File: config.mk
export PLATFORM = sky130hd
export DESIGN_NAME = iterative_divider
export DESIGN_NICKNAME = d
export VERILOG_FILES = /design/src/rtl/iterative_divider.sv
export SDC_FILE = /design/constraint.sdc
export NUM_CORES = 1
export LEC_CHECK = 0
export BUFFER_PORTS_ARGS = -buffer_cell sky130_fd_sc_hd__buf_2
export CAP_MARGIN = 0
export CELL_PAD_IN_SITES_DETAIL_PLACEMENT = 1
export CELL_PAD_IN_SITES_GLOBAL_PLACEMENT = 2
export CORE_UTILIZATION = 36
export DETAILED_ROUTE_END_ITERATION = 10
export GPL_TIMING_DRIVEN = 0
export PLACE_DENSITY_LB_ADDON = 0.1
export SETUP_SLACK_MARGIN = 0.05
export SYNTH_ARGS = -nofsm -noshare
export SYNTH_HDL_FRONTEND = slang
export SYNTH_SLANG_ARGS = --single-unit
File: constraint.sdc
create_clock -name clk -period 5.15 [get_ports clk]
set_input_delay 0.7725 -clock clk [delete_from_list [all_inputs] [get_ports clk]]
set_output_delay 0.7725 -clock clk [all_outputs]
set_load 0.01 [all_outputs]
File: src/rtl/iterative_divider.sv
// Multi-cycle unsigned restoring divider: one trial subtraction per clock,
// start/busy handshake on issue and a one-cycle done pulse with held results.
module iterative_divider #(
    parameter int unsigned WIDTH = 16
) (
    input  logic             clk,
    input  logic             rst,
    input  logic             start_i,
    input  logic [WIDTH-1:0] dividend_i,
    input  logic [WIDTH-1:0] divisor_i,
    output logic             busy_o,
    output logic             done_o,
    output logic [WIDTH-1:0] quotient_o,
    output logic [WIDTH-1:0] remainder_o,
    output logic             div_by_zero_o
);

    localparam int unsigned CNT_W = (WIDTH > 1) ? $clog2(WIDTH) : 1;
    localparam int unsigned EXT_W = WIDTH + 1;

    typedef enum logic [1:0] {
        IDLE = 2'd0,
        RUN  = 2'd1,
        DBZ  = 2'd2,
        DONE = 2'd3
    } state_e;

    state_e             state_q, state_d;
    logic [WIDTH-1:0]   d_q, d_d;
    logic [WIDTH-1:0]   q_q, q_d;
    logic [WIDTH-1:0]   r_q, r_d;
    logic [CNT_W-1:0]   cnt_q, cnt_d;
    logic [WIDTH-1:0]   quo_q, quo_d;
    logic [WIDTH-1:0]   rem_q, rem_d;
    logic               dbz_q, dbz_d;
    logic               busy_q, busy_d;
    logic               done_q, done_d;

    logic [EXT_W-1:0]   shifted;
    logic [EXT_W-1:0]   trial;

    // Partial remainder stays below the divisor, so its stored copy needs only
    // WIDTH bits; the extra bit lives only in the trial subtraction.
    always_comb begin
        shifted = {1'b0, r_q, q_q[WIDTH-1]};
        trial   = shifted + (~{1'b0, d_q}) + EXT_W'(1);
    end

    always_comb begin
        state_d = state_q;
        d_d     = d_q;
        q_d     = q_q;
        r_d     = r_q;
        cnt_d   = cnt_q;
        quo_d   = quo_q;
        rem_d   = rem_q;
        dbz_d   = dbz_q;

        case (state_q)
            IDLE, DONE: begin
                state_d = IDLE;
                if (start_i) begin
                    d_d     = divisor_i;
                    q_d     = dividend_i;
                    r_d     = '0;
                    cnt_d   = '0;
                    state_d = (divisor_i == '0) ? DBZ : RUN;
                end
            end
            RUN: begin
                if (!trial[WIDTH]) begin
                    r_d = trial[WIDTH-1:0];
                    q_d = {q_q[WIDTH-2:0], 1'b1};
                end else begin
                    r_d = shifted[WIDTH-1:0];
                    q_d = {q_q[WIDTH-2:0], 1'b0};
                end
                cnt_d = cnt_q + CNT_W'(1);
                if (cnt_q == CNT_W'(WIDTH - 1)) begin
                    state_d = DONE;
                    quo_d   = q_d;
                    rem_d   = r_d;
                    dbz_d   = 1'b0;
                end
            end
            DBZ: begin
                state_d = DONE;
                quo_d   = '1;
                rem_d   = q_q;
                dbz_d   = 1'b1;
            end
            default: state_d = IDLE;
        endcase

        busy_d = (state_d == RUN) || (state_d == DBZ);
        done_d = (state_d == DONE);
    end

    always_ff @(posedge clk) begin
        if (rst) begin
            state_q <= IDLE;
            d_q     <= '0;
            q_q     <= '0;
            r_q     <= '0;
            cnt_q   <= '0;
            quo_q   <= '0;
            rem_q   <= '0;
            dbz_q   <= 1'b0;
            busy_q  <= 1'b0;
            done_q  <= 1'b0;
        end else begin
            state_q <= state_d;
            d_q     <= d_d;
            q_q     <= q_d;
            r_q     <= r_d;
            cnt_q   <= cnt_d;
            quo_q   <= quo_d;
            rem_q   <= rem_d;
            dbz_q   <= dbz_d;
            busy_q  <= busy_d;
            done_q  <= done_d;
        end
    end

    assign busy_o        = busy_q;
    assign done_o        = done_q;
    assign quotient_o    = quo_q;
    assign remainder_o   = rem_q;
    assign div_by_zero_o = dbz_q;

endmodule

==> impl_metrics.csv <==
group,metric,value,unit
min_path,holdCritPathClass,"flip-flop to flip-flop",
sta,hold_viol_final,0,
floorplanning,start_util,37.5,%
clocking,clock_latency,0.35,ns
power,p_leak,2.29,nW
final_layout,num-fill-cells,1457,
sta,finalSetupViolations,0,
placement,gp_congestion,0.806,
sta,tns,0,ns
final_layout,layout.cells.non_filler,768,
clocking,cts_tree,"done",
floorplanning,core,11600,um^2
floorplanning,die-area,12500,um^2
power,seqPwrFrac,31.0,%
power,clockPowerShare,24.9,%
clocking,cts_inserted_buffers,9,
clocking,cts_root_buf,"clkbuf_16",
final_layout,area_growth,19.2,%
power,ir_drop,243,uV
placement,dp.final_hpwl,10.3,mm
worst_setup_path,crit_path_start_kind,"flip-flop",
yosys,syn-instance-count,540,
outcome,violations,"design-rule violations",
yosys,yosys_most_used_dff,"dfxtp_1",
final_layout,final_nets,676,
yosys,synth.avg_cell_area,8.06,um^2
sta,timing.fmax,0.329,GHz
clocking,clk_path_buf_depth,2,
global_route,overflow,0,
yosys,syn_area,4350,um^2
yosys,synth-edff-count,0,
yosys,yosysSeqAreaShare,40.9,%
floorplanning,die_height,112,um
yosys,ys_async_sr_fraction,0,%
power,internal-power,1.68,mW
sta,rsz0062_at_grt,"no",
clocking,ctsResizeCount,0,
sta,period_share,58.9,%
clocking,cts.sinks,89,
routing,drc_errors,4,
sta,slew_viol_final,0,
power,swShare,39.4,%
yosys,ys_warn_count,0,
worst_setup_path,required,5.37,ns
yosys,synth_area_leader_cell,"dfxtp_1",
power,p_comb_share,44.0,%
routing,routed_wl,13.2,mm
yosys,synth_nets,596,
floorplanning,std_cell_rows,39,
worst_setup_path,crit_type,"flip-flop to flip-flop",
sta,tightest_slew,0.713,ns
routing,routedWlPerCell,17.2,um
routing,vias,4033,
final_layout,multiInputGateArea,2350,um^2
global_route,grt_use_total,22.0,%
global_route,grt_pass1_vias,4253,
sta,fin_crit,3.04,ns
worst_setup_path,path_max_fanout,10,
clocking,post-cts-setup-buffer-count,0,
floorplanning,io_pins,70,
final_layout,layout-drive-gt1-share,15.8,%
yosys,post-synth-top-count-cell,"dfxtp_1",
clocking,clk_pin_slew_worst_paths,0.07,ns
yosys,ys_top_cells_by_area,"dfxtp_1 (41%), nand2_1 (5.8%), ha_1 (5.7%)",
outcome,status,"complete, but fails checks",
final_layout,antennaDiodeCount,0,
placement,io_buffers,69,
worst_setup_path,critPathArrivalTime,3.26,ns
routing,drtAntennaViolNets,0,
worst_setup_path,endpoint_kind,"flip-flop",
clocking,htreeDepth,3,
sta,finClkSkew,0.00890,ns
yosys,synth_cell_types,50,
floorplanning,dieWidth,112,um
placement,dp_cells,752,
yosys,ys_ff_latch,89,
global_route,grt_max_degree,17,
routing,drtIter0Drc,129,
clocking,hold_buffers,0,
routing,via_per_inst,5.25,
routing,first_pass_iters,7,
global_route,grt_pass1_wl,21.3,mm
yosys,synth.top_cell.area_share,40.9,%
job,drv_cap,0,
sta,slew_headroom,52.4,%
power,p_per_area,534,nW/um^2
yosys,ys_top_cells_by_count,"dfxtp_1 (89), nand2_1 (67), nor2_1 (64), a21oi_1 (49), nor3_1 (32)",
power,power.switching,1.09,mW
final_layout,regArea,1780,um^2
global_route,antenna_found_initial,0,
[routing by layer]
metal  share of wire [%]  track usage (%)
met1                  48             28.3
met2                  48             36.9
met3                 3.2             4.79
met4                0.92             6.13
met5                   0                0
[metrics by stage]
stage | worst slack (ns) | cell area (um^2) | power [mW] | utilization, % | hold WS, ns
after detailed placement | 2.12 | 4880 | 2.10 | 42.0 | 0.454
after global routing | 1.87 | 5190 | 2.96 | 44.7 | 0.487
after CTS | 2.10 | 5190 | 2.80 | 44.7 | 0.464
final | 2.11 | 5190 | 2.77 | 44.7 | 0.458
after global placement | 2.15 | 4880 | 2.07 | 42.0 | 0.446
after floorplan | 2.68 | 4350 | 1.79 | - | 0.436
[power by group through the flow]
stage	sequential (mW)	combinational (mW)	clock, mW
2_1_floorplan	0.855	0.932	0
3_3_place_gp	0.870	1.20	0
6_report	0.860	1.22	0.691
3_5_place_dp	0.875	1.22	0
4_1_cts	0.860	1.23	0.710
5_1_grt	0.870	1.36	0.736
[final cells by class]
type / count / share of cell area, %
plain buffers: 29 / 2.27
clock buffers: 10 / 4.60
clock inverters: 6 / 1.40
inverters: 27 / 1.95
multi-input cells: 395 / 45.3
flip-flops and latches: 89 / 34.3
well taps: 143 / 3.45
repair buffers: 69 / 6.65
[cell families (layout without fill, tap and decap cells)]
| kind of cell | after synthesis | after routing | synth area share (%) |
|---|---|---|---|
| and+or+nand+nor | 210 | 210 | 22.0 |
| adders and majority gates | 21 | 21 | 6.21 |
| muxes | 19 | 19 | 4.57 |
| buffers and inverters | 56 | 141 | 5.03 |
| DFF | 89 | 89 | 40.9 |
| xor gates and xnor gates | 14 | 14 | 2.82 |
| AOI/OAI and AO/OA | 131 | 131 | 18.5 |
[state kept, by name, summed over array words and instances, names as in the netlist]
signal,cells
busy_o,1
remainder_o,16
cnt_q,4
done_o,1
div_by_zero_o,1
state_q,2
q_q,16
r_q,16
d_q,16
quotient_o,16
[worst max-delay path: stages (launching register included)]
cell and delay [ns]:
dfxtp_1 0.38, inv_1 0.09, ha_1 0.22, fa_1 0.40, nand2b_1 0.20, a21oi_1 0.29
o21ai_2 0.18, a221oi_4 0.38, nand2_4 0.18, buf_6 0.20, mux2i_1 0.26, o22ai_1 0.12
[placed cells by master (no fill, tap or decap), types with 16 or more instances in the layout]
cell and count:
clkbuf_1 26, buf_2 70, nor3_1 32, o21ai_1 16
a21oi_1 49, dfxtp_1 89, nand2_1 67, o22ai_1 30
and3_1 18, ha_1 20, inv_1 27, nor2_1 64
[worst paths after layout]
check,from,endpoint,slack [ns],cells past startpoint
min,d_q[10],d_q[10],0.46,2
max reg2reg,q_q[15],remainder_o[7],2.11,11
max,q_q[15],remainder_o[7],2.11,11
min reg2reg,d_q[10],d_q[10],0.46,2
(Power assumes the default switching activity.)
